==> config.mk <==
export PLATFORM = sky130hd
export DESIGN_NAME = store_fence_ctrl
export DESIGN_NICKNAME = d
export VERILOG_FILES = /design/src/rtl/store_fence_ctrl_pkg.sv /design/src/rtl/store_fence_ctrl_credit_cnt.sv /design/src/rtl/store_fence_ctrl.sv
export SDC_FILE = /design/constraint.sdc
export NUM_CORES = 1
export LEC_CHECK = 0
export BUFFER_PORTS_ARGS = -buffer_cell sky130_fd_sc_hd__buf_2
export CORE_AREA = 2 2 39 41
export DETAILED_ROUTE_END_ITERATION = 6
export DIE_AREA = 0 0 41 43
export SLEW_MARGIN = 20
export SYNTH_ARGS = -nofsm -noshare
export SYNTH_HDL_FRONTEND = slang
export SYNTH_SLANG_ARGS = --single-unit
==> constraint.sdc <==
create_clock -name clk_i -period 2.85 [get_ports clk_i]
set_input_delay 0.7125 -clock clk_i [delete_from_list [all_inputs] [get_ports clk_i]]
set_output_delay 0.7125 -clock clk_i [all_outputs]
set_load 0.02 [all_outputs]
==> src/rtl/store_fence_ctrl_pkg.sv <==
// Shared types for the store issue / fence controller: core configuration,
// write-through dcache handshake bundle and the fence FSM state encoding.
package store_fence_ctrl_pkg;

    // Subset of the core configuration consumed by the store path.
    typedef struct packed {
        logic [31:0] MaxOutstandingStores;
        logic        DcacheFlushOnFence;
    } cva6_cfg_t;

    // Default configuration: cv32a60x store credits, no flush on fence.
    localparam cva6_cfg_t cva6_cfg_empty = '{
        MaxOutstandingStores: 32'd7,
        DcacheFlushOnFence:   1'b0
    };

    // Write-through dcache store handshake.
    typedef struct packed {
        logic req;
        logic gnt;
        logic ack;
    } dcache_wt_hs_t;

    // Fence sequencing states.
    typedef enum logic [1:0] {
        FENCE_IDLE  = 2'd0,
        FENCE_DRAIN = 2'd1,
        FENCE_FLUSH = 2'd2,
        FENCE_DONE  = 2'd3
    } fence_state_e;

    // Width needed to hold a credit count in 0..max_out.
    function automatic int unsigned cnt_width(input int unsigned max_out);
        return $clog2(max_out + 32'd1);
    endfunction

endpackage

==> src/rtl/store_fence_ctrl_credit_cnt.sv <==
// Outstanding-store credit counter: +1 per issued store, -1 per write-through
// ack, hold when both happen together. Decrement at zero is dropped and
// reported so the controller can flag the protocol error.
module store_credit_cnt
    import store_fence_ctrl_pkg::*;
#(
    parameter int unsigned MaxCount = 32'd7,
    parameter int unsigned CntW     = 32'd3
) (
    input  logic            clk_i,
    input  logic            rst_i,
    input  logic            inc_i,
    input  logic            dec_i,
    output logic [CntW-1:0] count_o,
    output logic            at_max_o,
    output logic            at_zero_o,
    output logic            underflow_o
);

    logic [CntW-1:0] count_q;
    logic [CntW-1:0] count_d;

    assign at_max_o    = (count_q == CntW'(MaxCount));
    assign at_zero_o   = (count_q == '0);
    assign underflow_o = dec_i & ~inc_i & at_zero_o;
    assign count_o     = count_q;

    // Next credit count: increment only, decrement only, or hold.
    always_comb begin
        count_d = count_q;
        if (inc_i && !dec_i && !at_max_o) begin
            count_d = count_q + CntW'(1);
        end else if (dec_i && !inc_i && !at_zero_o) begin
            count_d = count_q - CntW'(1);
        end else begin
            count_d = count_q;
        end
    end

    // Credit count register with synchronous reset.
    always_ff @(posedge clk_i) begin
        if (rst_i) begin
            count_q <= '0;
        end else begin
            count_q <= count_d;
        end
    end

endmodule

==> src/rtl/store_fence_ctrl.sv <==
// Store issue and fence controller in front of a write-through dcache.
// Stores are issued while credits remain; a fence blocks issue, waits for all
// outstanding stores to be acknowledged, optionally flushes the dcache and
// then signals completion for one cycle.
module store_fence_ctrl
    import store_fence_ctrl_pkg::*;
#(
    parameter cva6_cfg_t   CVA6Cfg        = cva6_cfg_empty,
    parameter int unsigned MaxOutstanding = CVA6Cfg.MaxOutstandingStores,
    parameter bit          FlushOnFence   = CVA6Cfg.DcacheFlushOnFence
) (
    input  logic                                clk_i,
    input  logic                                rst_i,
    input  logic                                st_valid_i,
    output logic                                st_ready_o,
    output logic                                cache_req_o,
    input  logic                                cache_gnt_i,
    input  logic                                cache_ack_i,
    input  logic                                fence_req_i,
    output logic                                fence_done_o,
    output logic                                flush_req_o,
    input  logic                                flush_ack_i,
    output logic [cnt_width(MaxOutstanding)-1:0] outstanding_o,
    output logic                                busy_o,
    output logic                                err_o
);

    localparam int unsigned CntW = cnt_width(MaxOutstanding);

    fence_state_e    state_q;
    fence_state_e    state_d;
    logic            err_q;
    logic            err_d;
    logic            issue_s;
    logic            at_max_s;
    logic            at_zero_s;
    logic            underflow_s;
    logic [CntW-1:0] count_s;

    store_credit_cnt #(
        .MaxCount (MaxOutstanding),
        .CntW     (CntW)
    ) u_credit_cnt (
        .clk_i       (clk_i),
        .rst_i       (rst_i),
        .inc_i       (issue_s),
        .dec_i       (cache_ack_i),
        .count_o     (count_s),
        .at_max_o    (at_max_s),
        .at_zero_o   (at_zero_s),
        .underflow_o (underflow_s)
    );

    // Store issue gating: only in IDLE, never in the cycle a fence arrives,
    // and only while credits remain.
    always_comb begin
        cache_req_o = st_valid_i & (state_q == FENCE_IDLE) & ~fence_req_i & ~at_max_s;
        st_ready_o  = cache_req_o & cache_gnt_i;
        issue_s     = st_ready_o;
    end

    // Fence sequencing, sticky error capture and state-decoded outputs.
    always_comb begin
        state_d      = state_q;
        err_d        = err_q;
        fence_done_o = 1'b0;
        flush_req_o  = 1'b0;

        case (state_q)
            FENCE_IDLE: begin
                if (fence_req_i) begin
                    state_d = FENCE_DRAIN;
                end else begin
                    state_d = FENCE_IDLE;
                end
            end
            FENCE_DRAIN: begin
                if (at_zero_s) begin
                    state_d = FlushOnFence ? FENCE_FLUSH : FENCE_DONE;
                end else begin
                    state_d = FENCE_DRAIN;
                end
            end
            FENCE_FLUSH: begin
                flush_req_o = 1'b1;
                if (flush_ack_i) begin
                    state_d = FENCE_DONE;
                end else begin
                    state_d = FENCE_FLUSH;
                end
            end
            FENCE_DONE: begin
                fence_done_o = 1'b1;
                state_d      = FENCE_IDLE;
            end
            default: begin
                state_d = FENCE_IDLE;
            end
        endcase

        // A fence outside IDLE is dropped, an ack with nothing outstanding
        // is dropped; both are remembered until reset.
        if ((fence_req_i && (state_q != FENCE_IDLE)) || underflow_s) begin
            err_d = 1'b1;
        end else begin
            err_d = err_q;
        end
    end

    // FSM state and error flag registers with synchronous reset.
    always_ff @(posedge clk_i) begin
        if (rst_i) begin
            state_q <= FENCE_IDLE;
            err_q   <= 1'b0;
        end else begin
            state_q <= state_d;
            err_q   <= err_d;
        end
    end

    assign outstanding_o = count_s;
    assign busy_o        = (state_q != FENCE_IDLE) | ~at_zero_s;
    assign err_o         = err_q;

endmodule

== After elaboration in Yosys (flattened, before gate mapping) ==
Cells that the tools add are included.

* Register bits: 6
* Input port bits: 7
* Output and inout port bits: 9
* Word-level logic and storage cells: 42

* Add/sub/neg operators: 2
* Equal/unequal tests: 4
* Muxes and demuxes: 8
* Bitwise gates (word level): 11
* Reductions and logical operators: 14

{| class="wikitable"
|+ Operators by type and width
! kind !! number
|-
| one-hot mux 2 bit (4 select lines) || 1
|-
| AND 1 bit || 6
|-
| 2-to-1 mux 3 bit || 2
|-
| logical AND 1 bit || 5
|-
| equality test 2 bit, second input constant || 2
|-
| logical NOT 1 bit || 4
|-
| 2-to-1 mux 1 bit || 4
|-
| NOT 1 bit || 4
|-
| nonzero test 2 bit || 2
|-
| adder 3 x 1 -> 3 bit, second input constant || 1
|-
| equality test 3 bit, second input constant || 1
|-
| logical NOT 3 bit || 1
|-
| subtractor 3 x 1 -> 3 bit, second input constant || 1
|-
| equality test 2 x 1 -> 1 bit, second input constant || 1
|-
| logical NOT 2 bit || 1
|-
| 2-to-1 mux 2 bit || 1
|-
| logical OR 1 bit || 1
|-
| OR 1 bit || 1
|}

== Logic depth before layout (Yosys ltp) ==
* Word-level depth: 10
* Depth in mapped cells: 6
* Gate-level depth less buffers: 6

== Cells and area by module ==
Synthesis repeated with hierarchy kept, for this count alone.

* Cell total of the unflattened synthesis: 55
* Area total of the unflattened synthesis: 441.7 um^2

{| class="wikitable"
|+ Modules (own cells, without submodules)
! module !! instances !! cells each !! area each (um^2) !! sequential area each (um^2)
|-
| store_credit_cnt || 1 || 35 || 276.5 || 60.1
|-
| store_fence_ctrl || 1 || 20 || 165.2 || 60.1
|}

== Least setup slack after synthesis ==
OpenSTA, ideal clock, no wires.

* Path kind: input -> register
* Start point: input port st_valid_i
* End point: register u_credit_cnt.count_q[2], in the netlist u_credit_cnt.count_o[2]
* Setup time: 0.123 ns
* Data arrival time: 2.118 ns
* Required time: 2.727 ns
* Setup slack: 0.609 ns
* Stages: 6
* Buffers on the path: 0
* Cell sequence: nor2b_1 and4_4 inv_1 fa_1 mux2i_1 mux2_1

* Word-level cells in the longest chain between the ends: 8
* Elaborated cells on any way between the ends: 11
* Classes of those cells: mux (1); bitwise (4); reduce/logical (6)

{| class="wikitable"
|+ Ends and longest elaborated chain
! item !! line !! RTL
|-
| start: declaration || store_fence_ctrl.sv:14 || <nowiki>input logic st_valid_i,</nowiki>
|-
| AND 1 bit * (3 in series) || store_fence_ctrl.sv:57 || <nowiki>cache_req_o = st_valid_i & (state_q == FENCE_IDLE) & ~fence_req_i & ~at_max_s;</nowiki>
|-
| AND 1 bit * || store_fence_ctrl.sv:58 || <nowiki>st_ready_o = cache_req_o & cache_gnt_i;</nowiki>
|-
| logical NOT 1 bit || store_fence_ctrl_credit_cnt.sv:33 || <nowiki>end else if (dec_i && !inc_i && !at_zero_o) begin</nowiki>
|-
| logical AND 1 bit (2 in series) || store_fence_ctrl_credit_cnt.sv:33 ||
|-
| nonzero test 2 bit (no line) || n/a ||
|-
| end signal: assignment || store_fence_ctrl_credit_cnt.sv:45 || <nowiki>count_q <= count_d;</nowiki>
|-
| end: declaration || store_fence_ctrl_credit_cnt.sv:20 || <nowiki>logic [CntW-1:0] count_q;</nowiki>
|}

Every way passes the cells marked *; elsewhere a longest branch is shown, timed or not.
A chain may end at the register's enable or synchronous reset.

== Worst setup path after layout ==
* Start point: input port fence_req_i
* End point: register u_credit_cnt.count_q[2], in the netlist u_credit_cnt.count_o[2]

* Word-level cells in the longest chain between the ends: 8
* Elaborated cells on any way between the ends: 11
* Classes of those cells: mux (1); bitwise (4); reduce/logical (6)

{| class="wikitable"
|+ Ends and longest elaborated chain
! item !! line !! RTL
|-
| start: declaration || store_fence_ctrl.sv:19 || <nowiki>input logic fence_req_i,</nowiki>
|-
| NOT 1 bit * || store_fence_ctrl.sv:57 ||
|-
| AND 1 bit * (2 in series) || store_fence_ctrl.sv:57 ||
|-
| AND 1 bit * || store_fence_ctrl.sv:58 ||
|-
| logical NOT 1 bit || store_fence_ctrl_credit_cnt.sv:33 ||
|-
| logical AND 1 bit (2 in series) || store_fence_ctrl_credit_cnt.sv:33 ||
|-
| nonzero test 2 bit (no line) || n/a ||
|}

Marked as above.

==> out/results.env <==
WORST-ENDPOINT-ARRIVAL_NS=2.35
TIMING.FINAL.SETUP_VIOLATIONS=0
NUM_ROWS=14
DETAILEDPLACE.WORSTSLACK_NS=0.372
WORSTPATHREQUIRED_NS=2.97
GR_OVERFLOW_TOTAL=0
POST_SYNTH_INSTANCE_AREA_SQ_UM=372
VIA_COUNT_OF_THE_FIRST_GLOBAL_ROUTING_PASS=296
YOSYS-TOP-CELLS-AREA='sky130_fd_sc_hd__dfxtp_1 (32%), sky130_fd_sc_hd__a311oi_4 (7.1%), sky130_fd_sc_hd__nor2b_1 (6.7%)'
FINALWEIGHTEDCONGESTION=0.816
CORE_REGION_AREA_SQ_UM=1380
COMBPWRFRAC=0.491
SW_FRAC_OF_TOTAL=0.449
CLK-INSERTION-DELAY-LATE_NS=0.25
SYNTHESIZED_NETLIST_NET_COUNT=49
ROUTED_WIRELENGTH_UM=840
CTS_REPAIR_RESIZE_COUNT=0
CLOCK_SINKS=6
ANTENNA_VIOLATING_NETS_POST_ROUTE=0
TIMING.CRITICAL_PATH.FROM_TYPE='input pin'
DESIGN.FINAL.NETS=69
SYNTH.AVG_CELL_AREA_SQ_UM=9.06
POST-SYNTH-TOP-AREA-CELL='sky130_fd_sc_hd__dfxtp_1'
BOUNDARYPINS=16
CP-END-KIND='register'
SYNTH_LARGEST_TYPE_AREA_FRACTION=0.323
ROUTED-WL-MET3_UM=86
DIE_OUTLINE_AREA_SQ_UM=1760
CELLLEAKAGEPOWER_nW=0.227
YS_FF_LATCH=6
AREA.GROWTH.SYNTH_TO_FINAL_PCT=31.6
REPORT.FINAL.SLEW_VIOL_COUNT=0
CELL_AT_THE_ROOT_OF_THE_CLOCK_TREE='sky130_fd_sc_hd__clkbuf_4'
MAXCLOCKFREQUENCY_GHz=0.449
DRT_FIRST_ITER_VIOLATIONS=2
SYNTH-EDFF-COUNT=0
CTS_HTREE_LEVELS=1
HOLDPATHSTAGES=2
CELLPOWERDENSITY_nW_PER_UM2=972
CTS_TREE='done'
LEADING_CELL_TYPE_BY_NUMBER_OF_INSTANCES_AFTER_SYNTHESIS='sky130_fd_sc_hd__dfxtp_1'
WORSTHOLDPATHTYPE='register to register'
FIN_TNS_SETUP_NS=0
GRTUSAGETOTAL=0.115
SYNTH_TOP_CELLS_BY_COUNT='sky130_fd_sc_hd__dfxtp_1 (6), sky130_fd_sc_hd__nor2_1 (4), sky130_fd_sc_hd__nor2b_1 (4), sky130_fd_sc_hd__nor3_1 (4), sky130_fd_sc_hd__inv_1 (3)'
P_SEQ_FRAC=0.343
CAP_VIOLATIONS=0
DETAILEDPLACEMENTHPWL_UM=663
SYNTHDISTINCTLIBCELLS=22
SYN_INST=41
WL_MET2_UM=377
YOSYSSEQAREASHARE=0.323
ANTENNA_FOUND_INITIAL=0
PATH_MAX_FANOUT=5
MAXSLEWHEADROOM=0.686
FINAL.SETUP.WORST_SLACK_NS=0.624
SWITCHING_POWER_mW=0.213
CTS_INSERTED_BUFFERS=3
WORST_IR_DROP_VDD_mV=0.363
DRT-MET1-WL_UM=376
HOLD_SLACK_NS=0.487
DIE_Y_UM=43
ANTENNA_CELLS_INSERTED=0
LAYOUT_MIN_CYCLE_TIME_NS=2.23
WORST-SLEW-PIN-TRANSITION_NS=0.468
LAYOUTNONFILLERINSTCOUNT=75
VIAS=367
ROUTE.DETAILED.VIAS_PER_INST=4.89
DIE-WIDTH_UM=41
YOSYS_WARNINGS=0
UNREPAIRED_SETUP_ENDPOINTS_AFTER_GLOBAL_ROUTING='no'
FIN_SKEW_NS=0.00678
CLOCK_POWER_SHARE=0.166
GRT_MAX_DEGREE=8
MOST_FREQUENTLY_USED_FLOP_MASTER_AFTER_SYNTHESIS='sky130_fd_sc_hd__dfxtp_1'
RATIO_OF_CELLS_WITH_DRIVE_ABOVE_1_IN_THE_FINAL_LAYOUT=0.390
GRT_FIRST_PASS_WIRELENGTH_MM=1.30
ROUTED_LENGTH_PER_PLACED_INSTANCE_UM=11.2
RUN_STATUS='finished clean'
POST_CTS_HOLD_BUFFER_COUNT=0
NUMPORTBUFFERS=15
CLK_PATH_BUF_DEPTH=2
CTS.REPAIR_TIMING.SETUP_BUFFER_COUNT=0
DRCVIOLATIONCOUNT=0
DPL.CELL_COUNT=72
CLK_PIN_SLEW_NS=0.05
TIMING.REG2REG.WORST_PATH_DEPTH=6
FINAL_MIN_PERIOD_OVER_CLOCK_PERIOD=0.781
SYNTHARSTFLOPSHARE=0
FINALHOLDVIOLCOUNT=0
ROUTE.TOP_LAYER_USED='met3'
POWER_mW=0.476
STARTING_DENSITY_OF_THE_CORE=0.269
INTERNAL-POWER_mW=0.262
CRITICALPATHCATEGORY='input pin to register'
DR.PASS1.ITERS=2
==> worst max-delay path, cell delays in order <==
cell	delay, ns
sky130_fd_sc_hd__buf_2	0.11
sky130_fd_sc_hd__nor2b_1	0.27
sky130_fd_sc_hd__and4_4	0.30
sky130_fd_sc_hd__inv_1	0.08
sky130_fd_sc_hd__fa_1	0.38
sky130_fd_sc_hd__mux2i_1	0.17
sky130_fd_sc_hd__mux2_1	0.33
==> layout by cell type (no fill, tap or decap) <==
| master | Yosys | routed |
|---|---|---|
| sky130_fd_sc_hd__buf_2 | 0 | 15 |
| sky130_fd_sc_hd__dfxtp_1 | 6 | 6 |
| sky130_fd_sc_hd__nor2b_1 | 4 | 4 |
| sky130_fd_sc_hd__nor2_1 | 4 | 4 |
| sky130_fd_sc_hd__nor3_1 | 4 | 4 |
| sky130_fd_sc_hd__inv_1 | 3 | 3 |
| sky130_fd_sc_hd__clkbuf_4 | 0 | 3 |
| sky130_fd_sc_hd__nand3_1 | 2 | 2 |
| sky130_fd_sc_hd__a311oi_1 | 2 | 2 |
| sky130_fd_sc_hd__a21oi_1 | 2 | 2 |
| sky130_fd_sc_hd__a311oi_4 | 1 | 1 |
| sky130_fd_sc_hd__and4_4 | 1 | 1 |
| sky130_fd_sc_hd__and2b_1 | 1 | 1 |
| sky130_fd_sc_hd__and2_2 | 1 | 1 |
| sky130_fd_sc_hd__nand2_1 | 1 | 1 |
| sky130_fd_sc_hd__a31o_2 | 1 | 1 |
| sky130_fd_sc_hd__a21boi_2 | 1 | 1 |
| sky130_fd_sc_hd__mux2i_1 | 1 | 1 |
| sky130_fd_sc_hd__mux2_1 | 1 | 1 |
| sky130_fd_sc_hd__nand2b_1 | 1 | 1 |
| sky130_fd_sc_hd__a211oi_1 | 1 | 1 |
| sky130_fd_sc_hd__o21ai_0 | 1 | 1 |
| sky130_fd_sc_hd__and2_1 | 1 | 1 |
| sky130_fd_sc_hd__fa_1 | 1 | 1 |
==> metrics by stage <==
stage | utilization | cell area [sq um]
3_3_place_gp | 0.337 | 467
3_5_place_dp | 0.337 | 467
2_1_floorplan | - | 372
6_report | 0.354 | 489
4_1_cts | 0.354 | 489
5_1_grt | 0.354 | 489
==> area by class of cell <==
cell class                      count  area (sq um)
Timing Repair Buffer               15          75.1
Multi-Input combinational cell     32           240
Inverter                            3          11.3
Sequential cell                     6           120
Tap cell                           16          20.0
Fill cell                         156           895
Clock buffer                        3          22.5
==> per-layer routing <==
metal | GRT usage | vias to the layer above
li1 | - | 188
met1 | 0.132 | 165
met2 | 0.156 | 14
met3 | 0.0942 | 0
met4 | 0.0400 | 0
met5 | 0 | -
==> power groups by stage <==
stage | Sequential, mW | Clock [mW] | Combinational [mW]
floorplan | 0.183 | 0 | 0.147
global placement | 0.164 | 0 | 0.233
detailed placement | 0.167 | 0 | 0.237
CTS | 0.165 | 0.0839 | 0.238
global route | 0.169 | 0.0928 | 0.256
finish | 0.163 | 0.0789 | 0.234
==> logic make-up after synthesis <==
| logic type | Yosys count | synth area share |
|---|---|---|
| simple gates | 20 | 0.303 |
| compound gates | 9 | 0.232 |
| flops | 6 | 0.323 |
| buf+inv | 3 | 0.0303 |
| mux | 2 | 0.0572 |
| fa+ha+maj | 1 | 0.0539 |
==> worst paths after layout <==
| kind | from | slack [ns] | to |
|---|---|---|---|
| worst min-delay path | err_o$_SDFFE_PP0P_ | 0.49 | err_o$_SDFFE_PP0P_ |
| worst max register to register | u_credit_cnt.count_o[0]$_SDFFE_PP0P_ | 0.72 | u_credit_cnt.count_o[2]$_SDFFE_PP0P_ |
| worst min register to register | err_o$_SDFFE_PP0P_ | 0.49 | err_o$_SDFFE_PP0P_ |
| worst max-delay path | fence_req_i | 0.62 | u_credit_cnt.count_o[2]$_SDFFE_PP0P_ |
Note: power is estimated with default switching activity, not from simulation.
